**config.mk**
```make
export PLATFORM = sky130hd
export DESIGN_NAME = tdm_ingress_mux16
export DESIGN_NICKNAME = d
export VERILOG_FILES = /design/src/rtl/tdm_pkg.sv /design/src/rtl/tdm_port_fifo.sv /design/src/rtl/tdm_ingress_mux16.sv
export SDC_FILE = /design/constraint.sdc
export NUM_CORES = 2
export LEC_CHECK = 0
export ABC_AREA = 0
export BUFFER_PORTS_ARGS = -buffer_cell sky130_fd_sc_hd__buf_4
export CORE_ASPECT_RATIO = 1.2
export CORE_MARGIN = 4
export CORE_UTILIZATION = 30
export DETAILED_ROUTE_END_ITERATION = 6
export PLACE_DENSITY = 0.51
export SYNTH_ARGS = -nofsm -noshare
export SYNTH_HDL_FRONTEND = slang
export SYNTH_SLANG_ARGS = --single-unit
export TNS_END_PERCENT = 50
```
**constraint.sdc**
```tcl
create_clock -name clk -period 3.9 [get_ports clk]
set_clock_uncertainty 0.1 [all_clocks]
set_input_delay 0.975 -clock clk [delete_from_list [all_inputs] [get_ports clk]]
set_output_delay 0.975 -clock clk [all_outputs]
set_load 0.05 [all_outputs]
```
**src/rtl/tdm_pkg.sv**
```systemverilog
// -----------------------------------------------------------------------------
// tdm_pkg
// Shared constants and types for the TDM ingress multiplexer that feeds the
// 16x16 dispatch core.
//   TDM_NUM_QUEUES : number of ingress ports / data-carrying slots
//   TDM_SLOT_BITS  : slot counter width (frame = 2**TDM_SLOT_BITS cycles)
//   TDM_DATA_WIDTH : byte width of each port and of the TDM output
//   tdm_entry_t    : one buffered FIFO entry, {sop, data}
// -----------------------------------------------------------------------------
package tdm_pkg;

    localparam int TDM_NUM_QUEUES = 16;
    localparam int TDM_SLOT_BITS  = 8;
    localparam int TDM_DATA_WIDTH = 8;

    typedef struct packed {
        logic                      sop;
        logic [TDM_DATA_WIDTH-1:0] data;
    } tdm_entry_t;

    // Packs a start-of-packet flag and a byte into one FIFO entry.
    function automatic tdm_entry_t tdm_pack(input logic                      sop,
                                            input logic [TDM_DATA_WIDTH-1:0] data);
        tdm_entry_t e;
        e.sop  = sop;
        e.data = data;
        return e;
    endfunction

endpackage

```
**src/rtl/tdm_port_fifo.sv**
```systemverilog
// -----------------------------------------------------------------------------
// tdm_port_fifo
// Synchronous FIFO of FIFO_DEPTH entries, each (DATA_WIDTH+1) bits wide
// ({sop, data}). Push is ignored while full, pop is ignored while empty.
// A push and a pop in the same cycle are both honoured. The head entry is
// presented combinationally on rd_data_o; there is no write-to-read bypass.
// Ports:
//   clk_i      : clock, rising edge
//   rst_ni     : asynchronous active-low reset (flushes the FIFO)
//   push_i     : write request
//   wr_data_i  : entry to write
//   pop_i      : read request (removes the head)
//   rd_data_o  : current head entry
//   full_o     : count == FIFO_DEPTH
//   empty_o    : count == 0
//   count_o    : number of stored entries
// -----------------------------------------------------------------------------
module tdm_port_fifo
    import tdm_pkg::*;
#(
    parameter int DATA_WIDTH = TDM_DATA_WIDTH,
    parameter int FIFO_DEPTH = 16,
    parameter int PTR_W      = $clog2(FIFO_DEPTH),
    parameter int CNT_W      = PTR_W + 1
) (
    input  logic                  clk_i,
    input  logic                  rst_ni,
    input  logic                  push_i,
    input  logic [DATA_WIDTH:0]   wr_data_i,
    input  logic                  pop_i,
    output logic [DATA_WIDTH:0]   rd_data_o,
    output logic                  full_o,
    output logic                  empty_o,
    output logic [CNT_W-1:0]      count_o
);

    localparam logic [PTR_W-1:0] PTR_ONE   = {{(PTR_W-1){1'b0}}, 1'b1};
    localparam logic [CNT_W-1:0] CNT_ONE   = {{(CNT_W-1){1'b0}}, 1'b1};
    localparam logic [CNT_W-1:0] CNT_ZERO  = {CNT_W{1'b0}};
    localparam logic [CNT_W-1:0] CNT_FULL  = CNT_W'(FIFO_DEPTH);

    logic [DATA_WIDTH:0] mem_q [FIFO_DEPTH];
    logic [PTR_W-1:0]    wr_ptr_q, wr_ptr_d;
    logic [PTR_W-1:0]    rd_ptr_q, rd_ptr_d;
    logic [CNT_W-1:0]    count_q, count_d;
    logic                do_push_s;
    logic                do_pop_s;

    assign full_o    = (count_q == CNT_FULL);
    assign empty_o   = (count_q == CNT_ZERO);
    assign count_o   = count_q;
    assign rd_data_o = mem_q[rd_ptr_q];

    // A full FIFO refuses a push even when a pop frees a slot in the same cycle.
    assign do_push_s = push_i & ~full_o;
    assign do_pop_s  = pop_i  & ~empty_o;

    // Next-state for pointers and occupancy count; pointers wrap naturally.
    always_comb begin
        wr_ptr_d = wr_ptr_q;
        rd_ptr_d = rd_ptr_q;
        count_d  = count_q;
        if (do_push_s) begin
            wr_ptr_d = wr_ptr_q + PTR_ONE;
        end else begin
            wr_ptr_d = wr_ptr_q;
        end
        if (do_pop_s) begin
            rd_ptr_d = rd_ptr_q + PTR_ONE;
        end else begin
            rd_ptr_d = rd_ptr_q;
        end
        case ({do_push_s, do_pop_s})
            2'b10:   count_d = count_q + CNT_ONE;
            2'b01:   count_d = count_q - CNT_ONE;
            default: count_d = count_q;
        endcase
    end

    // Pointer and count registers.
    always_ff @(posedge clk_i or negedge rst_ni) begin
        if (!rst_ni) begin
            wr_ptr_q <= {PTR_W{1'b0}};
            rd_ptr_q <= {PTR_W{1'b0}};
            count_q  <= CNT_ZERO;
        end else begin
            wr_ptr_q <= wr_ptr_d;
            rd_ptr_q <= rd_ptr_d;
            count_q  <= count_d;
        end
    end

    // Storage array; cleared on reset so no stale entry can ever be observed.
    always_ff @(posedge clk_i or negedge rst_ni) begin
        if (!rst_ni) begin
            for (int i = 0; i < FIFO_DEPTH; i++) begin
                mem_q[i] <= {(DATA_WIDTH+1){1'b0}};
            end
        end else if (do_push_s) begin
            mem_q[wr_ptr_q] <= wr_data_i;
        end
    end

endmodule

```
**src/rtl/tdm_ingress_mux16.sv**
```systemverilog
// -----------------------------------------------------------------------------
// tdm_ingress_mux16
// Buffers 16 byte-wide ingress streams in per-port FIFOs and time-division
// multiplexes them onto the dispatch core's serial input. The slot counter
// runs free from reset in lock-step with the core's input_sel; on the edge
// that enters slot s (s < NUM_QUEUES) the head of FIFO s is popped into the
// output registers, so the output carries port s data exactly while slot==s.
// Ports:
//   clk              : clock, rising edge
//   rst              : asynchronous active-low reset
//   in_valid         : per-port byte valid
//   in_sop           : per-port start-of-packet, qualified by in_valid
//   in_data          : port p at [p*DATA_WIDTH +: DATA_WIDTH]
//   in_ready         : per-port FIFO not full
//   input_wire       : TDM byte valid to the core
//   input_new_packet : TDM start-of-packet to the core
//   input_data       : TDM byte to the core
//   slot             : current slot, equal to the core's input_sel
//   fifo_full        : per-port full status (~in_ready)
// -----------------------------------------------------------------------------
module tdm_ingress_mux16
    import tdm_pkg::*;
#(
    parameter int DATA_WIDTH = TDM_DATA_WIDTH,
    parameter int NUM_QUEUES = TDM_NUM_QUEUES,
    parameter int SLOT_BITS  = TDM_SLOT_BITS,
    parameter int FIFO_DEPTH = 16
) (
    input  logic                           clk,
    input  logic                           rst,
    input  logic [NUM_QUEUES-1:0]          in_valid,
    input  logic [NUM_QUEUES-1:0]          in_sop,
    input  logic [NUM_QUEUES*DATA_WIDTH-1:0] in_data,
    output logic [NUM_QUEUES-1:0]          in_ready,
    output logic                           input_wire,
    output logic                           input_new_packet,
    output logic [DATA_WIDTH-1:0]          input_data,
    output logic [SLOT_BITS-1:0]           slot,
    output logic [NUM_QUEUES-1:0]          fifo_full
);

    localparam int ENTRY_W = DATA_WIDTH + 1;
    localparam int PTR_W   = $clog2(FIFO_DEPTH);
    localparam int CNT_W   = PTR_W + 1;

    localparam logic [SLOT_BITS-1:0] SLOT_ONE   = {{(SLOT_BITS-1){1'b0}}, 1'b1};
    localparam logic [ENTRY_W-1:0]   ENTRY_ZERO = {ENTRY_W{1'b0}};
    localparam logic [CNT_W-1:0]     CNT_FULL   = CNT_W'(FIFO_DEPTH);

    logic [SLOT_BITS-1:0]  slot_q, slot_d;
    logic [NUM_QUEUES-1:0] full_s;
    logic [NUM_QUEUES-1:0] empty_s;
    logic [NUM_QUEUES-1:0] pop_s;
    logic [ENTRY_W-1:0]    head_s  [NUM_QUEUES];
    logic [CNT_W-1:0]      count_s [NUM_QUEUES];
    logic [ENTRY_W-1:0]    sel_s;
    tdm_entry_t            out_q, out_d;
    logic                  wire_q, wire_d;

    // The slot counter never stalls; wrap at 2**SLOT_BITS is implicit.
    assign slot_d = slot_q + SLOT_ONE;

    genvar q;
    generate
        for (q = 0; q < NUM_QUEUES; q++) begin : g_port
            tdm_port_fifo #(
                .DATA_WIDTH (DATA_WIDTH),
                .FIFO_DEPTH (FIFO_DEPTH)
            ) u_fifo (
                .clk_i     (clk),
                .rst_ni    (rst),
                .push_i    (in_valid[q]),
                .wr_data_i (tdm_pack(in_sop[q], in_data[q*DATA_WIDTH +: DATA_WIDTH])),
                .pop_i     (pop_s[q]),
                .rd_data_o (head_s[q]),
                .full_o    (full_s[q]),
                .empty_o   (empty_s[q]),
                .count_o   (count_s[q])
            );

            assign in_ready[q] = (count_s[q] != CNT_FULL);

            // Pop on the edge that enters this port's slot, decoded from the
            // next slot value so the output register lines up with slot.
            assign pop_s[q] = (slot_d == SLOT_BITS'(q)) & ~empty_s[q];
        end
    endgenerate

    assign fifo_full = full_s;

    // One-hot select of the popped head; all-zero when no pop (empty FIFO or
    // slot beyond the data-carrying range).
    always_comb begin
        sel_s = ENTRY_ZERO;
        for (int i = 0; i < NUM_QUEUES; i++) begin
            sel_s = sel_s | (pop_s[i] ? head_s[i] : ENTRY_ZERO);
        end
        out_d  = sel_s;
        wire_d = |pop_s;
    end

    // Slot counter and TDM output registers.
    always_ff @(posedge clk or negedge rst) begin
        if (!rst) begin
            slot_q <= {SLOT_BITS{1'b0}};
            out_q  <= ENTRY_ZERO;
            wire_q <= 1'b0;
        end else begin
            slot_q <= slot_d;
            out_q  <= out_d;
            wire_q <= wire_d;
        end
    end

    assign slot             = slot_q;
    assign input_wire       = wire_q;
    assign input_new_packet = out_q.sop;
    assign input_data       = out_q.data;

endmodule

```
==> results.tsv <==
metric	value	unit
groute.usage.overall	16.6	%
cts-buffers-inserted	283	
crit_path_end_kind	primary output	
final_clock_period_utilization_by_the_worst_path	97.1	%
hold_path_startpoint	in_data[109]	
route.antenna.remaining_nets	0	
synth.top_cell.area_share	54.2	%
cts_buffer_depth	4	
synth_edf_count	0	
port_buffers	211	
cts.htree.levels	5	
design.die.area	399000	sq um
worst-endpoint-required	2.82	ns
synth_area_leaders	sky130_fd_sc_hd__dfrtp_1 54%, sky130_fd_sc_hd__mux2_2 22%, sky130_fd_sc_hd__mux4_2 13%	
fraction_of_layout_cells_with_a_size_suffix_above_1	49.5	%
synth.net_count	7901	
vdd_drop_max	371	uV
antenna_found_initial	62	
drt-pass1-iter-count	5	
synthesis.instances	7574	
power.clock.fraction	26.4	%
worst_setup_slack_after_placement	-0.0499	ns
post_cts_repair_setup_buffers	0	
cts_tree	built	
predominant_post_synthesis_flop_cell	sky130_fd_sc_hd__dfrtp_1	
hold_viol	0	
dpl_cell_area	126000	sq um
synth.yosys.warnings	0	
vias	67400	
clock_latency	0.92	ns
tritoncts_num_sinks	2530	
switching_share	29.5	%
cp.arrival	2.71	ns
grt_setup_unrepaired	no	
post-route-cell-area	136000	sq um
critical_path_peak_fanout	4	
finalMaxSlewViolations	0	
worst_pin_slew	1.42	ns
crit_start	g_port[10].u_fifo.count_o[1]$_DFFE_PN0P_	
grt-busiest-layer	met2	
root_cell_of_the_clock_tree	sky130_fd_sc_hd__clkbuf_16	
num-fill-cells	36700	
design.final.nets	8271	
top_level_ports	212	
worst_path_clk_slew	0.06	ns
post-dp-hpwl	233000	um
core_area	387000	sq um
dieWidth	578	um
worstReg2RegStart	slot[0]$_DFF_PN0_	
comb_power_share	30.2	%
synth.most_common_cell	sky130_fd_sc_hd__dfrtp_1	
routed_via_density	5.05	
fmaxAchievable	264	MHz
setup_violations	0	
first_global_vias	73100	
ws_path_type	register to primary output	
routedWlPerCell	25.1	um
p_seq_share	43.4	%
setup.worst_path.start_class	register	
grt_util_met1	22.1	%
asyncSetResetFlopFracSynth	100	%
met2_usage	27.4	%
largest_net_degree_at_the_start_of_global_routing	156	
leakagePower	58.7	nW
drt-initial-drc-count	3948	
dieHeight	691	um
synth_top_area_cell	sky130_fd_sc_hd__dfrtp_1	
finalWorstPathRequiredPeriod	3.79	ns
max_slew_margin	5.64	%
run_status	finished clean	
ys_seq_area_share	54.2	%
use_met3	3.37	%
p_switching	30.8	mW
setup-tns-final	0	ns
max_cap_violation_count	0	
ys_seq_elements	2530	
route.detailed.drc	0	
grt_overflow_total	0	
gp_congestion	0.797	
global_route_wire_length_before_repair	501000	um
worst_slack	0.112	ns
start_util	30.2	%
finalCoreUtilization	35.1	%
syn_avg_cell_area	15.4	sq um
min-delay-path-class	input port to register	
area_growth	16.3	%
syn_area	117000	sq um
cellPowerDensity	769	nW/um^2
synth_common_cells	2530 x sky130_fd_sc_hd__dfrtp_1, 2315 x sky130_fd_sc_hd__mux2_2, 652 x sky130_fd_sc_hd__mux4_2	
power_report.internal_total	73.6	mW
routed_wirelength	335000	um
floorplan.rows	250	
synth_cell_types	59	
## flip-flops by register name (all words and copies together), names as in the netlist
signal and count:
g_port.u_fifo.mem_q 2304, g_port.u_fifo.count_o 80, g_port.u_fifo.rd_ptr_q 64, g_port.u_fifo.wr_ptr_q 64, input_data 8, slot 8, input_new_packet 1, input_wire 1
## worst max-delay path, cell delays in order, from the launching register on
cell,delay (ns)
sky130_fd_sc_hd__dfrtp_1,0.41
sky130_fd_sc_hd__nor4_1,0.62
sky130_fd_sc_hd__nand2_1,0.20
sky130_fd_sc_hd__inv_1,0.31
sky130_fd_sc_hd__buf_4,0.27
## layout make-up
class | count | area (sq um) | share of cell area, %
clock buffers | 404 | 8170 | 6.02
flip-flops and latches | 2530 | 63300 | 46.6
diodes | 18 | 45.0 | 0.0332
multi-input cells | 4393 | 50900 | 37.5
clock inverters | 101 | 1380 | 1.01
repair buffers | 586 | 4960 | 3.65
well taps | 5166 | 6460 | 4.76
inverters | 150 | 563 | 0.415
## power by group through the flow
| stage | logic [mW] | clock network (mW) | registers (mW) |
|---|---|---|---|
| 3_3_place_gp | 31.0 | 0 | 44.7 |
| 5_1_grt | 34.1 | 29.5 | 46.7 |
| 6_report | 31.5 | 27.5 | 45.3 |
| 4_1_cts | 32.1 | 28.4 | 45.3 |
| 3_5_place_dp | 32.0 | 0 | 45.7 |
| 2_1_floorplan | 24.6 | 0 | 42.8 |
## cells by family after synthesis
group	Yosys count	synth area share (%)
buffers and inverters	651	2.26
and+or+nand+nor	703	3.08
xor gates and xnor gates	182	1.37
muxes	3021	35.4
DFF	2530	54.2
adders and majority gates	165	1.87
AOI/OAI and AO/OA	322	1.85
## per-layer routing
metal	wire length, um	share of wire (%)	up-vias
met3	17600	5.3	521
met1	144000	43	36500
met2	162000	49	1337
li1	-	-	29100
met4	10200	3.0	34
met5	222	0.066	-
## worst paths after layout
| check | to | slack (ns) | cells after the start |
|---|---|---|---|
| hold / removal | g_port[13].u_fifo.mem_q[140]$_DFFE_PN0P_ | 0.33 | 2 |
| min in group asynchronous | g_port[10].u_fifo.mem_q[30]$_DFFE_PN0P_ | 0.62 | 2 |
| max in group asynchronous | g_port[3].u_fifo.mem_q[143]$_DFFE_PN0P_ | 1.77 | 3 |
| hold reg to reg | g_port[15].u_fifo.count_o[4]$_DFFE_PN0P_ | 0.39 | 1 |
| setup reg to reg | g_port[2].u_fifo.count_o[4]$_DFFE_PN0P_ | 0.23 | 16 |
| setup / recovery | fifo_full[10] | 0.11 | 4 |
## layout by cell type (no fill, tap or decap), drive strengths merged, types with 125 or more instances in the layout
cell / netlist / final
buf: 171 / 585
dfrtp: 2530 / 2530
mux4: 652 / 652
ha: 149 / 149
inv: 150 / 169
mux2: 2316 / 2316
nand3: 225 / 225
nand2: 178 / 178
xnor2: 125 / 125
clkbuf: 330 / 404
## repair_timing
action | CTS | global route
hold buffers | 1 | 0
hold endpoints to repair | 32 | 0
setup endpoints to repair | 3 | 6
resized for setup | 1 | 6
## per-stage QoR
| step | hold slack (ns) | instances | total power, mW |
|---|---|---|---|
| 3_3_place_gp | 0.376 | 12800 | 75.7 |
| 2_1_floorplan | 0.354 | 7574 | 67.4 |
| 5_1_grt | 0.285 | 13300 | 110 |
| 4_1_cts | 0.230 | 13300 | 106 |
| 3_5_place_dp | 0.374 | 12800 | 77.7 |
| 6_report | 0.331 | 13300 | 104 |
Power figures use the tool's default switching activity.
